$ cat src/rtl/mem_stage_ctrl_if.sv
// EX/MEM -> data memory -> MEM/WB bundle for the dual-issue MEM stage.
// The master side is the upstream pipeline plus the memory. The slave side is the controller.
interface mem_stage_ctrl_if #(
    parameter int DW    = 32,
    parameter int RW    = 5,
    parameter int CNT_W = 16
);
    logic          ex_valid_1, ex_ld_1, ex_st_1;
    logic [DW-1:0] ex_alu_1, ex_sdata_1;
    logic [RW-1:0] ex_rd_1;
    logic          ex_valid_2, ex_ld_2, ex_st_2;
    logic [DW-1:0] ex_alu_2, ex_sdata_2;
    logic [RW-1:0] ex_rd_2;

    logic             stall;
    logic             Mem_rd_1, Mem_wr_1, Mem_rd_2, Mem_wr_2;
    logic [DW-1:0]    Dir_Mem_1, Dato_Mem_in_1, Dato_Mem_out_1;
    logic [DW-1:0]    Dir_Mem_2, Dato_Mem_in_2, Dato_Mem_out_2;
    logic             wb_valid_1, wb_wen_1, wb_err_1;
    logic [DW-1:0]    wb_data_1;
    logic [RW-1:0]    wb_rd_1;
    logic             wb_valid_2, wb_wen_2, wb_err_2;
    logic [DW-1:0]    wb_data_2;
    logic [RW-1:0]    wb_rd_2;
    logic [CNT_W-1:0] conf_cnt;

    modport master (
        output ex_valid_1, ex_ld_1, ex_st_1, ex_alu_1, ex_sdata_1, ex_rd_1,
        output ex_valid_2, ex_ld_2, ex_st_2, ex_alu_2, ex_sdata_2, ex_rd_2,
        output Dato_Mem_out_1, Dato_Mem_out_2,
        input  stall, Mem_rd_1, Mem_wr_1, Mem_rd_2, Mem_wr_2,
        input  Dir_Mem_1, Dato_Mem_in_1, Dir_Mem_2, Dato_Mem_in_2,
        input  wb_valid_1, wb_wen_1, wb_err_1, wb_data_1, wb_rd_1,
        input  wb_valid_2, wb_wen_2, wb_err_2, wb_data_2, wb_rd_2,
        input  conf_cnt
    );

    modport slave (
        input  ex_valid_1, ex_ld_1, ex_st_1, ex_alu_1, ex_sdata_1, ex_rd_1,
        input  ex_valid_2, ex_ld_2, ex_st_2, ex_alu_2, ex_sdata_2, ex_rd_2,
        input  Dato_Mem_out_1, Dato_Mem_out_2,
        output stall, Mem_rd_1, Mem_wr_1, Mem_rd_2, Mem_wr_2,
        output Dir_Mem_1, Dato_Mem_in_1, Dir_Mem_2, Dato_Mem_in_2,
        output wb_valid_1, wb_wen_1, wb_err_1, wb_data_1, wb_rd_1,
        output wb_valid_2, wb_wen_2, wb_err_2, wb_data_2, wb_rd_2,
        output conf_cnt
    );
endinterface

$ cat src/rtl/mem_stage_ctrl.sv
// Dual-issue MEM stage: per-lane memory strobes and MEM/WB registers.
// Same-address hazards with a store are split into two cycles, lane 1 first.
module mem_stage_lane #(
    parameter int            DW        = 32,
    parameter int            RW        = 5,
    parameter logic [DW-1:0] MEM_BASE  = 32'h1000_0000,
    parameter int            MEM_WORDS = 4
) (
    input  logic          clk,
    input  logic          rst,
    input  logic          valid,
    input  logic          ld,
    input  logic          st,
    input  logic [DW-1:0] alu,
    input  logic [DW-1:0] sdata,
    input  logic [RW-1:0] rd,
    input  logic [DW-1:0] dout,
    output logic          rd_n,
    output logic          wr_n,
    output logic [DW-1:0] addr,
    output logic [DW-1:0] din,
    output logic          wb_valid,
    output logic          wb_wen,
    output logic          wb_err,
    output logic [DW-1:0] wb_data,
    output logic [RW-1:0] wb_rd
);
    logic in_range, err, ld_ok, st_ok;

    assign in_range = (alu >= MEM_BASE) && ((alu - MEM_BASE) < DW'(MEM_WORDS));
    assign err      = valid & ((((ld | st) & ~in_range)) | (ld & st));
    assign ld_ok    = valid & ld & ~err;
    assign st_ok    = valid & st & ~err;

    // Reset forces the memory side idle, whatever the issue logic presents.
    assign rd_n = ~(rst & ld_ok);
    assign wr_n = ~(rst & st_ok);
    assign addr = (rst & valid)      ? alu   : '0;
    assign din  = (rst & valid & st) ? sdata : '0;

    always_ff @(posedge clk) begin
        if (!rst) begin
            wb_valid <= 1'b0;
            wb_wen   <= 1'b0;
            wb_err   <= 1'b0;
            wb_data  <= '0;
            wb_rd    <= '0;
        end else begin
            wb_valid <= valid;
            wb_wen   <= valid & ~st & ~err;
            wb_err   <= err;
            wb_data  <= ld_ok ? dout : alu;
            wb_rd    <= rd;
        end
    end
endmodule

module mem_stage_ctrl #(
    parameter int            DW        = 32,
    parameter int            RW        = 5,
    parameter logic [DW-1:0] MEM_BASE  = 32'h1000_0000,
    parameter int            MEM_WORDS = 4,
    parameter int            CNT_W     = 16
) (
    input  logic              clk,
    input  logic              rst,
    mem_stage_ctrl_if.slave   bus
);
    localparam int NUM_LANES = 2;

    typedef struct packed {
        logic          valid;
        logic          ld;
        logic          st;
        logic [DW-1:0] alu;
        logic [DW-1:0] sdata;
        logic [RW-1:0] rd;
    } mem_op_t;

    typedef enum logic {RUN, SECOND} state_t;

    state_t                          state_q;
    mem_op_t                         hold_q;
    mem_op_t [NUM_LANES-1:0]         ex_op, iss_op;
    logic                            conflict;
    logic [CNT_W-1:0]                cnt_q;
    logic                            stall_q;

    logic [NUM_LANES-1:0][DW-1:0]    dout, addr, din, wb_data;
    logic [NUM_LANES-1:0][RW-1:0]    wb_rd;
    logic [NUM_LANES-1:0]            rd_n, wr_n, wb_valid, wb_wen, wb_err;

    assign ex_op[0] = '{valid: bus.ex_valid_1, ld: bus.ex_ld_1, st: bus.ex_st_1,
                        alu: bus.ex_alu_1, sdata: bus.ex_sdata_1, rd: bus.ex_rd_1};
    assign ex_op[1] = '{valid: bus.ex_valid_2, ld: bus.ex_ld_2, st: bus.ex_st_2,
                        alu: bus.ex_alu_2, sdata: bus.ex_sdata_2, rd: bus.ex_rd_2};

    // Two loads to the same word are harmless; only a store makes the order matter.
    assign conflict = ex_op[0].valid & ex_op[1].valid
                    & (ex_op[0].ld | ex_op[0].st) & (ex_op[1].ld | ex_op[1].st)
                    & (ex_op[0].alu == ex_op[1].alu)
                    & (ex_op[0].st | ex_op[1].st);

    always_comb begin
        iss_op = ex_op;
        if (state_q == SECOND) begin
            iss_op[0] = '0;
            iss_op[1] = hold_q;
        end else if (conflict) begin
            iss_op[1] = '0;
        end
    end

    always_ff @(posedge clk) begin
        if (!rst) begin
            state_q <= RUN;
            hold_q  <= '0;
            stall_q <= 1'b0;
            cnt_q   <= '0;
        end else begin
            case (state_q)
                RUN: begin
                    if (conflict) begin
                        state_q <= SECOND;
                        hold_q  <= ex_op[1];
                        stall_q <= 1'b1;
                    end
                end
                SECOND: begin
                    state_q <= RUN;
                    hold_q  <= '0;
                    stall_q <= 1'b0;
                    if (cnt_q != '1) cnt_q <= cnt_q + CNT_W'(1);
                end
                default: begin
                    state_q <= RUN;
                    stall_q <= 1'b0;
                end
            endcase
        end
    end

    assign dout[0] = bus.Dato_Mem_out_1;
    assign dout[1] = bus.Dato_Mem_out_2;

    for (genvar i = 0; i < NUM_LANES; i++) begin : g_lane
        mem_stage_lane #(
            .DW(DW), .RW(RW), .MEM_BASE(MEM_BASE), .MEM_WORDS(MEM_WORDS)
        ) u_lane (
            .clk      (clk),
            .rst      (rst),
            .valid    (iss_op[i].valid),
            .ld       (iss_op[i].ld),
            .st       (iss_op[i].st),
            .alu      (iss_op[i].alu),
            .sdata    (iss_op[i].sdata),
            .rd       (iss_op[i].rd),
            .dout     (dout[i]),
            .rd_n     (rd_n[i]),
            .wr_n     (wr_n[i]),
            .addr     (addr[i]),
            .din      (din[i]),
            .wb_valid (wb_valid[i]),
            .wb_wen   (wb_wen[i]),
            .wb_err   (wb_err[i]),
            .wb_data  (wb_data[i]),
            .wb_rd    (wb_rd[i])
        );
    end

    assign bus.stall          = stall_q;
    assign bus.conf_cnt       = cnt_q;
    assign bus.Mem_rd_1       = rd_n[0];
    assign bus.Mem_wr_1       = wr_n[0];
    assign bus.Dir_Mem_1      = addr[0];
    assign bus.Dato_Mem_in_1  = din[0];
    assign bus.Mem_rd_2       = rd_n[1];
    assign bus.Mem_wr_2       = wr_n[1];
    assign bus.Dir_Mem_2      = addr[1];
    assign bus.Dato_Mem_in_2  = din[1];
    assign bus.wb_valid_1     = wb_valid[0];
    assign bus.wb_wen_1       = wb_wen[0];
    assign bus.wb_err_1       = wb_err[0];
    assign bus.wb_data_1      = wb_data[0];
    assign bus.wb_rd_1        = wb_rd[0];
    assign bus.wb_valid_2     = wb_valid[1];
    assign bus.wb_wen_2       = wb_wen[1];
    assign bus.wb_err_2       = wb_err[1];
    assign bus.wb_data_2      = wb_data[1];
    assign bus.wb_rd_2        = wb_rd[1];
endmodule

$ cat src/flat_wrapper.sv
// flat-port wrapper written by rule: the top's interface ports become plain ports
module mem_stage_ctrl_flat 
#(
    parameter int            DW        = 32,
    parameter int            RW        = 5,
    parameter logic [DW-1:0] MEM_BASE  = 32'h1000_0000,
    parameter int            MEM_WORDS = 4,
    parameter int            CNT_W     = 16
)
  (clk, rst, bus_ex_valid_1, bus_ex_ld_1, bus_ex_st_1, bus_ex_alu_1, bus_ex_sdata_1, bus_ex_rd_1, bus_ex_valid_2, bus_ex_ld_2, bus_ex_st_2, bus_ex_alu_2, bus_ex_sdata_2, bus_ex_rd_2, bus_Dato_Mem_out_1, bus_Dato_Mem_out_2, bus_stall, bus_Mem_rd_1, bus_Mem_wr_1, bus_Mem_rd_2, bus_Mem_wr_2, bus_Dir_Mem_1, bus_Dato_Mem_in_1, bus_Dir_Mem_2, bus_Dato_Mem_in_2, bus_wb_valid_1, bus_wb_wen_1, bus_wb_err_1, bus_wb_data_1, bus_wb_rd_1, bus_wb_valid_2, bus_wb_wen_2, bus_wb_err_2, bus_wb_data_2, bus_wb_rd_2, bus_conf_cnt);
  mem_stage_ctrl_if #(.DW(DW), .RW(RW), .CNT_W(CNT_W)) bus_i ();
  input  logic clk;
  input  logic rst;
  input wire logic [$bits(bus_i.ex_valid_1)-1:0] bus_ex_valid_1;
  input wire logic [$bits(bus_i.ex_ld_1)-1:0] bus_ex_ld_1;
  input wire logic [$bits(bus_i.ex_st_1)-1:0] bus_ex_st_1;
  input wire logic [$bits(bus_i.ex_alu_1)-1:0] bus_ex_alu_1;
  input wire logic [$bits(bus_i.ex_sdata_1)-1:0] bus_ex_sdata_1;
  input wire logic [$bits(bus_i.ex_rd_1)-1:0] bus_ex_rd_1;
  input wire logic [$bits(bus_i.ex_valid_2)-1:0] bus_ex_valid_2;
  input wire logic [$bits(bus_i.ex_ld_2)-1:0] bus_ex_ld_2;
  input wire logic [$bits(bus_i.ex_st_2)-1:0] bus_ex_st_2;
  input wire logic [$bits(bus_i.ex_alu_2)-1:0] bus_ex_alu_2;
  input wire logic [$bits(bus_i.ex_sdata_2)-1:0] bus_ex_sdata_2;
  input wire logic [$bits(bus_i.ex_rd_2)-1:0] bus_ex_rd_2;
  input wire logic [$bits(bus_i.Dato_Mem_out_1)-1:0] bus_Dato_Mem_out_1;
  input wire logic [$bits(bus_i.Dato_Mem_out_2)-1:0] bus_Dato_Mem_out_2;
  output wire logic [$bits(bus_i.stall)-1:0] bus_stall;
  output wire logic [$bits(bus_i.Mem_rd_1)-1:0] bus_Mem_rd_1;
  output wire logic [$bits(bus_i.Mem_wr_1)-1:0] bus_Mem_wr_1;
  output wire logic [$bits(bus_i.Mem_rd_2)-1:0] bus_Mem_rd_2;
  output wire logic [$bits(bus_i.Mem_wr_2)-1:0] bus_Mem_wr_2;
  output wire logic [$bits(bus_i.Dir_Mem_1)-1:0] bus_Dir_Mem_1;
  output wire logic [$bits(bus_i.Dato_Mem_in_1)-1:0] bus_Dato_Mem_in_1;
  output wire logic [$bits(bus_i.Dir_Mem_2)-1:0] bus_Dir_Mem_2;
  output wire logic [$bits(bus_i.Dato_Mem_in_2)-1:0] bus_Dato_Mem_in_2;
  output wire logic [$bits(bus_i.wb_valid_1)-1:0] bus_wb_valid_1;
  output wire logic [$bits(bus_i.wb_wen_1)-1:0] bus_wb_wen_1;
  output wire logic [$bits(bus_i.wb_err_1)-1:0] bus_wb_err_1;
  output wire logic [$bits(bus_i.wb_data_1)-1:0] bus_wb_data_1;
  output wire logic [$bits(bus_i.wb_rd_1)-1:0] bus_wb_rd_1;
  output wire logic [$bits(bus_i.wb_valid_2)-1:0] bus_wb_valid_2;
  output wire logic [$bits(bus_i.wb_wen_2)-1:0] bus_wb_wen_2;
  output wire logic [$bits(bus_i.wb_err_2)-1:0] bus_wb_err_2;
  output wire logic [$bits(bus_i.wb_data_2)-1:0] bus_wb_data_2;
  output wire logic [$bits(bus_i.wb_rd_2)-1:0] bus_wb_rd_2;
  output wire logic [$bits(bus_i.conf_cnt)-1:0] bus_conf_cnt;
  assign bus_i.ex_valid_1 = bus_ex_valid_1;
  assign bus_i.ex_ld_1 = bus_ex_ld_1;
  assign bus_i.ex_st_1 = bus_ex_st_1;
  assign bus_i.ex_alu_1 = bus_ex_alu_1;
  assign bus_i.ex_sdata_1 = bus_ex_sdata_1;
  assign bus_i.ex_rd_1 = bus_ex_rd_1;
  assign bus_i.ex_valid_2 = bus_ex_valid_2;
  assign bus_i.ex_ld_2 = bus_ex_ld_2;
  assign bus_i.ex_st_2 = bus_ex_st_2;
  assign bus_i.ex_alu_2 = bus_ex_alu_2;
  assign bus_i.ex_sdata_2 = bus_ex_sdata_2;
  assign bus_i.ex_rd_2 = bus_ex_rd_2;
  assign bus_i.Dato_Mem_out_1 = bus_Dato_Mem_out_1;
  assign bus_i.Dato_Mem_out_2 = bus_Dato_Mem_out_2;
  assign bus_stall = bus_i.stall;
  assign bus_Mem_rd_1 = bus_i.Mem_rd_1;
  assign bus_Mem_wr_1 = bus_i.Mem_wr_1;
  assign bus_Mem_rd_2 = bus_i.Mem_rd_2;
  assign bus_Mem_wr_2 = bus_i.Mem_wr_2;
  assign bus_Dir_Mem_1 = bus_i.Dir_Mem_1;
  assign bus_Dato_Mem_in_1 = bus_i.Dato_Mem_in_1;
  assign bus_Dir_Mem_2 = bus_i.Dir_Mem_2;
  assign bus_Dato_Mem_in_2 = bus_i.Dato_Mem_in_2;
  assign bus_wb_valid_1 = bus_i.wb_valid_1;
  assign bus_wb_wen_1 = bus_i.wb_wen_1;
  assign bus_wb_err_1 = bus_i.wb_err_1;
  assign bus_wb_data_1 = bus_i.wb_data_1;
  assign bus_wb_rd_1 = bus_i.wb_rd_1;
  assign bus_wb_valid_2 = bus_i.wb_valid_2;
  assign bus_wb_wen_2 = bus_i.wb_wen_2;
  assign bus_wb_err_2 = bus_i.wb_err_2;
  assign bus_wb_data_2 = bus_i.wb_data_2;
  assign bus_wb_rd_2 = bus_i.wb_rd_2;
  assign bus_conf_cnt = bus_i.conf_cnt;
  mem_stage_ctrl #(.DW(DW), .RW(RW), .MEM_BASE(MEM_BASE), .MEM_WORDS(MEM_WORDS), .CNT_W(CNT_W)) u_core (.clk(clk), .rst(rst), .bus(bus_i));
endmodule
$ cat config.mk
export PLATFORM = sky130hd
export DESIGN_NAME = mem_stage_ctrl_flat
export DESIGN_NICKNAME = d
export VERILOG_FILES = /design/src/rtl/mem_stage_ctrl_if.sv /design/src/rtl/mem_stage_ctrl.sv /design/src/flat_wrapper.sv
export SDC_FILE = /design/constraint.sdc
export NUM_CORES = 1
export LEC_CHECK = 0
export ABC_AREA = 1
export ABC_CLOCK_PERIOD_IN_PS = 2400
export CORE_AREA = 2 2 169 171
export CTS_CLUSTER_SIZE = 14
export DETAILED_ROUTE_END_ITERATION = 8
export DIE_AREA = 0 0 171 173
export PLACE_DENSITY_LB_ADDON = 0.12
export SYNTH_ARGS = -nofsm -noshare
export SYNTH_HDL_FRONTEND = slang
export SYNTH_SLANG_ARGS = --single-unit
$ cat constraint.sdc
create_clock -name clk -period 2.4 [get_ports clk]
set_input_delay 0.24 -clock clk [delete_from_list [all_inputs] [get_ports clk]]
set_output_delay 0.24 -clock clk [all_outputs]
set_load 0.03 [all_outputs]
-- Word level (Yosys, flattened, before mapping)
Index checks and enable logic that the tools add are counted.
- RAM bits: 0
- bits in latches: 0
- word-level logic and storage cells: 98
- ROM bits: 0
- register bits after elaboration: 170
- memories: 0
- input port bits: 210
- reductions and logical operators: 4
- $add $sub $neg: 3
- shift operators: 0
- $lt $le $gt $ge: 4
- equality and inequality tests: 3
- divide/modulo/power cells: 0
- bitwise logic cells: 50
- muxes and demuxes: 15
- multipliers: 0
- operators with widths (kind ; count):
    72-bit 2-to-1 mux ; 4
    32-bit 2-to-1 mux ; 6
    72-bit one-hot mux with 2 select lines ; 1
    32-bit by 29-bit >= comparator with 1-bit output, second input constant ; 2
    32-bit by 3-bit < comparator with 1-bit output, second input constant ; 2
    32-bit by 29-bit subtractor with 32-bit output, second input constant ; 2
    32-bit equality test ; 1
    1-bit AND ; 31
    16-bit by 1-bit adder with 16-bit output, second input constant ; 1
    16-bit != test, second input constant ; 1
    1-bit NOT ; 12
    1-bit OR ; 7
    1-bit one-hot mux with 2 select lines ; 2
    1-bit logical AND ; 2
    1-bit 2-to-1 mux ; 2
    2-bit by 1-bit != test with 1-bit output, second input constant ; 1
    2-bit AND reduction ; 1
    2-bit OR reduction ; 1

-- Depth between registers and ports, before layout
- word-level depth: 18
- depth in mapped cells: 23

-- Cells and area by module
From an unflattened synthesis, not the netlist that was laid out.
- cells, all modules: 1727
- area total of the unflattened synthesis: 10206.0 µm²
- modules (own cells, without submodules) (module ; area each (µm²) ; cells each ; times used):
    mem_stage_ctrl ; 6072.1 ; 1003 ; 1
    mem_stage_lane ; 2067.0 ; 362 ; 2

-- Least setup slack after synthesis
OpenSTA, ideal clock, no wires.
- path type: input port to output port
- start point: input port bus_ex_alu_2[27]
- end point: output port bus_Dato_Mem_in_2[10]
- path slack: -0.119 ns
- cell stages on the path: 19
- data required time: 2.160 ns
- buffers on the path: 2
- arrival time: 2.279 ns
- cell sequence: inv_1 -> nand2_1 -> nand2_1 -> clkinv_1 -> nand2_1 -> nor2_1 -> nand3_1 -> nor2_2 -> nand3_4 -> buf_6 -> nand2_1 -> inv_2 -> nand2_1 -> nand2_1 -> nand2_1 -> nor2_1 -> inv_1 -> buf_2 -> nor2_1
- word-level cells in the longest chain between the ends: 8
- RTL lines (element ; line ; RTL):
    from (decl) ; flat_wrapper.sv:23 ; input wire logic [$bits(bus_i.ex_alu_2)-1:0] bus_ex_alu_2;
    32-bit equality test (*) ; mem_stage_ctrl.sv:101 ; & (ex_op[0].alu == ex_op[1].alu)
    1-bit AND (*) ; mem_stage_ctrl.sv:101 ;
    1-bit AND (*) ; mem_stage_ctrl.sv:102 ; & (ex_op[0].st | ex_op[1].st);
    72-bit 2-to-1 mux (*) ; mem_stage_ctrl.sv:109 ; end else if (conflict) begin
    72-bit 2-to-1 mux (*) ; mem_stage_ctrl.sv:106 ; if (state_q == SECOND) begin
    1-bit AND (2 in a row) ; mem_stage_ctrl.sv:39 ; assign din = (rst & valid & st) ? sdata : '0;
    32-bit 2-to-1 mux (*) ; mem_stage_ctrl.sv:39 ;
    to (decl) ; flat_wrapper.sv:36 ; output wire logic [$bits(bus_i.Dato_Mem_in_2)-1:0] bus_Dato_Mem_in_2;
Mark *: on every way between the ends. The rest lies on a longest branch, timed or not.

-- Worst setup path after layout
- start point: input port bus_ex_alu_2[11]
- end point: output port bus_Mem_rd_2
- word-level cells in the longest chain between the ends: 16
- elaborated cells between the ends (all ways): 20
- RTL lines (element ; line ; RTL):
    32-bit equality test ; mem_stage_ctrl.sv:101 ;
    1-bit AND ; mem_stage_ctrl.sv:101 ;
    1-bit AND ; mem_stage_ctrl.sv:102 ;
    72-bit 2-to-1 mux (*) ; mem_stage_ctrl.sv:109 ;
    72-bit 2-to-1 mux (*) ; mem_stage_ctrl.sv:106 ;
    32-bit by 29-bit subtractor with 32-bit output ; mem_stage_ctrl.sv:30 ; assign in_range = (alu >= MEM_BASE) && ((alu - MEM_BASE) < DW'(MEM_WORDS));
    32-bit by 3-bit < comparator with 1-bit output ; mem_stage_ctrl.sv:30 ;
    1-bit logical AND ; mem_stage_ctrl.sv:30 ;
    1-bit NOT ; mem_stage_ctrl.sv:31 ; assign err = valid & ((((ld | st) & ~in_range)) | (ld & st));
    1-bit AND ; mem_stage_ctrl.sv:31 ;
    1-bit OR ; mem_stage_ctrl.sv:31 ;
    1-bit AND ; mem_stage_ctrl.sv:31 ;
    1-bit NOT ; mem_stage_ctrl.sv:32 ; assign ld_ok = valid & ld & ~err;
    1-bit AND (*) ; mem_stage_ctrl.sv:32 ;
    1-bit AND (*) ; mem_stage_ctrl.sv:36 ; assign rd_n = ~(rst & ld_ok);
    1-bit NOT (*) ; mem_stage_ctrl.sv:36 ;
    to (decl) ; flat_wrapper.sv:31 ; output wire logic [$bits(bus_i.Mem_rd_2)-1:0] bus_Mem_rd_2;
Marks and branches as above.

==> impl_metrics.env <==
export IMPL_yosys_warnings=0
export IMPL_ios=439
export IMPL_dr_first_iter_drc_count=1054
export IMPL_cp_required_ns=2.16
export IMPL_leakage_nw=9.34
export IMPL_violations="setup timing"
export IMPL_outcome="complete, but fails checks"
export IMPL_ys_seq_area_share_pct=37.8
export IMPL_grt_ovfl_total=0
export IMPL_timing_fmax_mhz=342
export IMPL_arrival_ns=2.69
export IMPL_areaGrowthSynthToFinish_pct=112
export IMPL_dieArea_um2=29600
export IMPL_layout_drive_gt1_share_pct=41.6
export IMPL_cts_htree_levels=4
export IMPL_fin_crit_sh_pct=122
export IMPL_end_kind="output port"
export IMPL_fin_skew_ns=0.0133
export IMPL_antenna_left=0
export IMPL_layout_common_cells="467 x buf_4, 290 x nand2_1, 235 x clkdlybuf4s50_1"
export IMPL_final_common_cell="buf_4"
export IMPL_syn_area_um2=9000
export IMPL_first_global_vias=12400
export IMPL_grt_first_pass_wirelength_um=67200
export IMPL_initial_core_util_pct=32.6
export IMPL_synth_net_count=1630
export IMPL_slew_viol_final=0
export IMPL_via_per_inst=4.88
export IMPL_synth_ff_type="dfxtp_1"
export IMPL_synth_top_cell_area_share_pct=37.8
export IMPL_cp_max_fo=19
export IMPL_synth_edf_count=0
export IMPL_ir_drop_mv=0.471
export IMPL_wire_per_inst_um=17.9
export IMPL_antenna_found_initial=3
export IMPL_power_density_nw_per_um2=428
export IMPL_m1WireLength_um=18900
export IMPL_cts_sinks=170
export IMPL_async_flop_share_pct=0
export IMPL_hpwl_um=30100
export IMPL_utilization_pct=69.1
export IMPL_fin_ws_ns=-0.527
export IMPL_clock_latency_ns=0.43
export IMPL_syn_avg_cell_area_um2=6.34
export IMPL_critPathLaunchType="input port"
export IMPL_finalHoldViolCount=0
export IMPL_synthCells=1419
export IMPL_synth_cell_types=42
export IMPL_n_fill_cell=2290
export IMPL_grt_max_degree=59
export IMPL_grtUsageTotal_pct=28.8
export IMPL_cap_violations=0
export IMPL_power_total_mw=8.18
export IMPL_tightest_slew_ns=0.759
export IMPL_cts_hold_buf=0
export IMPL_dr_pass1_iters=7
export IMPL_chipWidth_um=171
export IMPL_place_gp_congestion=0.956
export IMPL_ys_ff_latch=170
export IMPL_num_rows=61
export IMPL_io_buffers=438
export IMPL_clk_path_buf_depth=2
export IMPL_num_vias=12800
export IMPL_synth_area_leaders="dfxtp_1 38%, nand2_1 15%, nor2_1 11%, inv_1 8.8%, a21oi_1 3.7%"
export IMPL_cts_made_buffers=17
export IMPL_path_class="in2out"
export IMPL_cts_tree="done"
export IMPL_coreArea_um2=27600
export IMPL_relSlewSlack_pct=48.1
export IMPL_routed_wirelength_um=47100
export IMPL_setup_tns_ns=-30.89
export IMPL_drc=0
export IMPL_die_y_um=173
export IMPL_period_minus_slack_ns=2.93
export IMPL_nets=2443
export IMPL_cts_root_buf="clkbuf_16"
export IMPL_dr_wl_met2_um=22500
export IMPL_rsz0062_at_grt="true"
export IMPL_wl_met3_um=3680
export IMPL_clk_pin_slew_worst_paths_ns=0.08
export IMPL_setup_viol=142
export IMPL_hold_class="in2reg"
export IMPL_synth_area_leader_cell="dfxtp_1"
export IMPL_routed_top_layer="met4"
## what timing repair did
action	in CTS	in global routing
setup endpoints to repair	134	188
setup buffers	186	21
pin swaps	84	54
gates cloned	13	10
gates resized for setup	573	230
## final cells by class
cell class	count	area [um2]	share of cell area [%]
Antenna cell	3	7.51	0.0393
Tap cell	378	473	2.48
Clock buffer	18	429	2.25
Sequential cell	170	3410	17.8
Clock inverter	14	158	0.825
Inverter	229	920	4.81
Timing Repair Buffer	872	8290	43.4
Multi-Input combinational cell	942	5420	28.3
## metrics by stage
| step | cell area [um2] | setup WS (ns) | instances | hold slack [ns] |
|---|---|---|---|---|
| final | 19100 | -0.527 | 2626 | 0.0806 |
| after global placement | 15200 | -1.04 | 2375 | 0.438 |
| after floorplan | 9000 | -0.119 | 1419 | 0.352 |
| after detailed placement | 15200 | -1.08 | 2375 | 0.444 |
| after CTS | 18000 | -0.311 | 2604 | 0.0709 |
| after global routing | 19100 | -0.630 | 2625 | 0.0869 |
## routing by layer
| layer | global-route usage, % | up-vias |
|---|---|---|
| met5 | 0 | - |
| li1 | - | 6120 |
| met3 | 5.84 | 129 |
| met2 | 48.7 | 566 |
| met4 | 12.0 | 0 |
| met1 | 35.6 | 5990 |
## worst paths after layout
| kind | start | endpoint | slack (ns) | cells after the start |
|---|---|---|---|---|
| worst max-delay path | bus_ex_alu_2[11] | bus_Mem_rd_2 | -0.53 | 23 |
| worst min-delay path | bus_ex_alu_1[0] | u_core.g_lane[0].u_lane.wb_data[0] | 0.08 | 3 |
| worst max register to register | u_core.state_q | u_core.g_lane[0].u_lane.wb_data[18] | 0.14 | 12 |
| worst min register to register | u_core.hold_q[0] | u_core.g_lane[1].u_lane.wb_rd[0] | 0.46 | 2 |
## flip-flops by register name, summed over array words and instances, names as in the netlist
register	count
u_core.g_lane.u_lane.wb_err	2
u_core.bus.conf_cnt	16
u_core.g_lane.u_lane.wb_valid	2
u_core.hold_q	72
u_core.g_lane.u_lane.wb_data	64
u_core.g_lane.u_lane.wb_wen	2
u_core.state_q	1
u_core.bus.stall	1
u_core.g_lane.u_lane.wb_rd	10
## power by group
group	internal, mW	total [mW]	switching, mW
sequential	2.89	2.91	0.0199
combinational	1.21	2.39	1.18
clock	1.56	2.88	1.32
total	5.67	8.18	2.51
## critical path, stage by stage
cell and delay, ns:
buf_8 0.09, inv_4 0.04, nand2_2 0.07, nand2_1 0.08
nor2_1 0.16, nand2_1 0.10, nor2_2 0.12, nand2_2 0.09
nor2_4 0.13, nand3_4 0.12, buf_12 0.18, buf_4 0.15
nand2_1 0.05, nand2_1 0.06, nor2_1 0.11, nand3_1 0.11
nor2_1 0.11, nand3_1 0.09, nand2_2 0.11, nand2_1 0.10
nor2_2 0.12, nand2_1 0.06, buf_4 0.16
## kinds of logic (layout without fill, tap and decap cells)
logic type,count (synthesis),count (layout),share of synthesized area (%)
AND/OR/NAND/NOR,748,748,34.1
buffers and inverters,307,1133,13.4
AO/OA/AOI/OAI,190,190,14.2
flip-flops,170,170,37.8
XOR/XNOR,3,3,0.292
adder cells (fa/ha/maj),1,1,0.139
other,0,3,0
## synthesized netlist by cell type, types with 13 or more instances
master / instances
a21oi_1: 66
a22oi_1: 34
a32o_1: 30
clkbuf_1: 58
dfxtp_1: 170
inv_1: 211
inv_2: 13
nand2_1: 361
nand3_1: 50
nand4_1: 51
nor2_1: 260
nor3_1: 14
o21ai_0: 35
(Power assumes the default switching activity.)
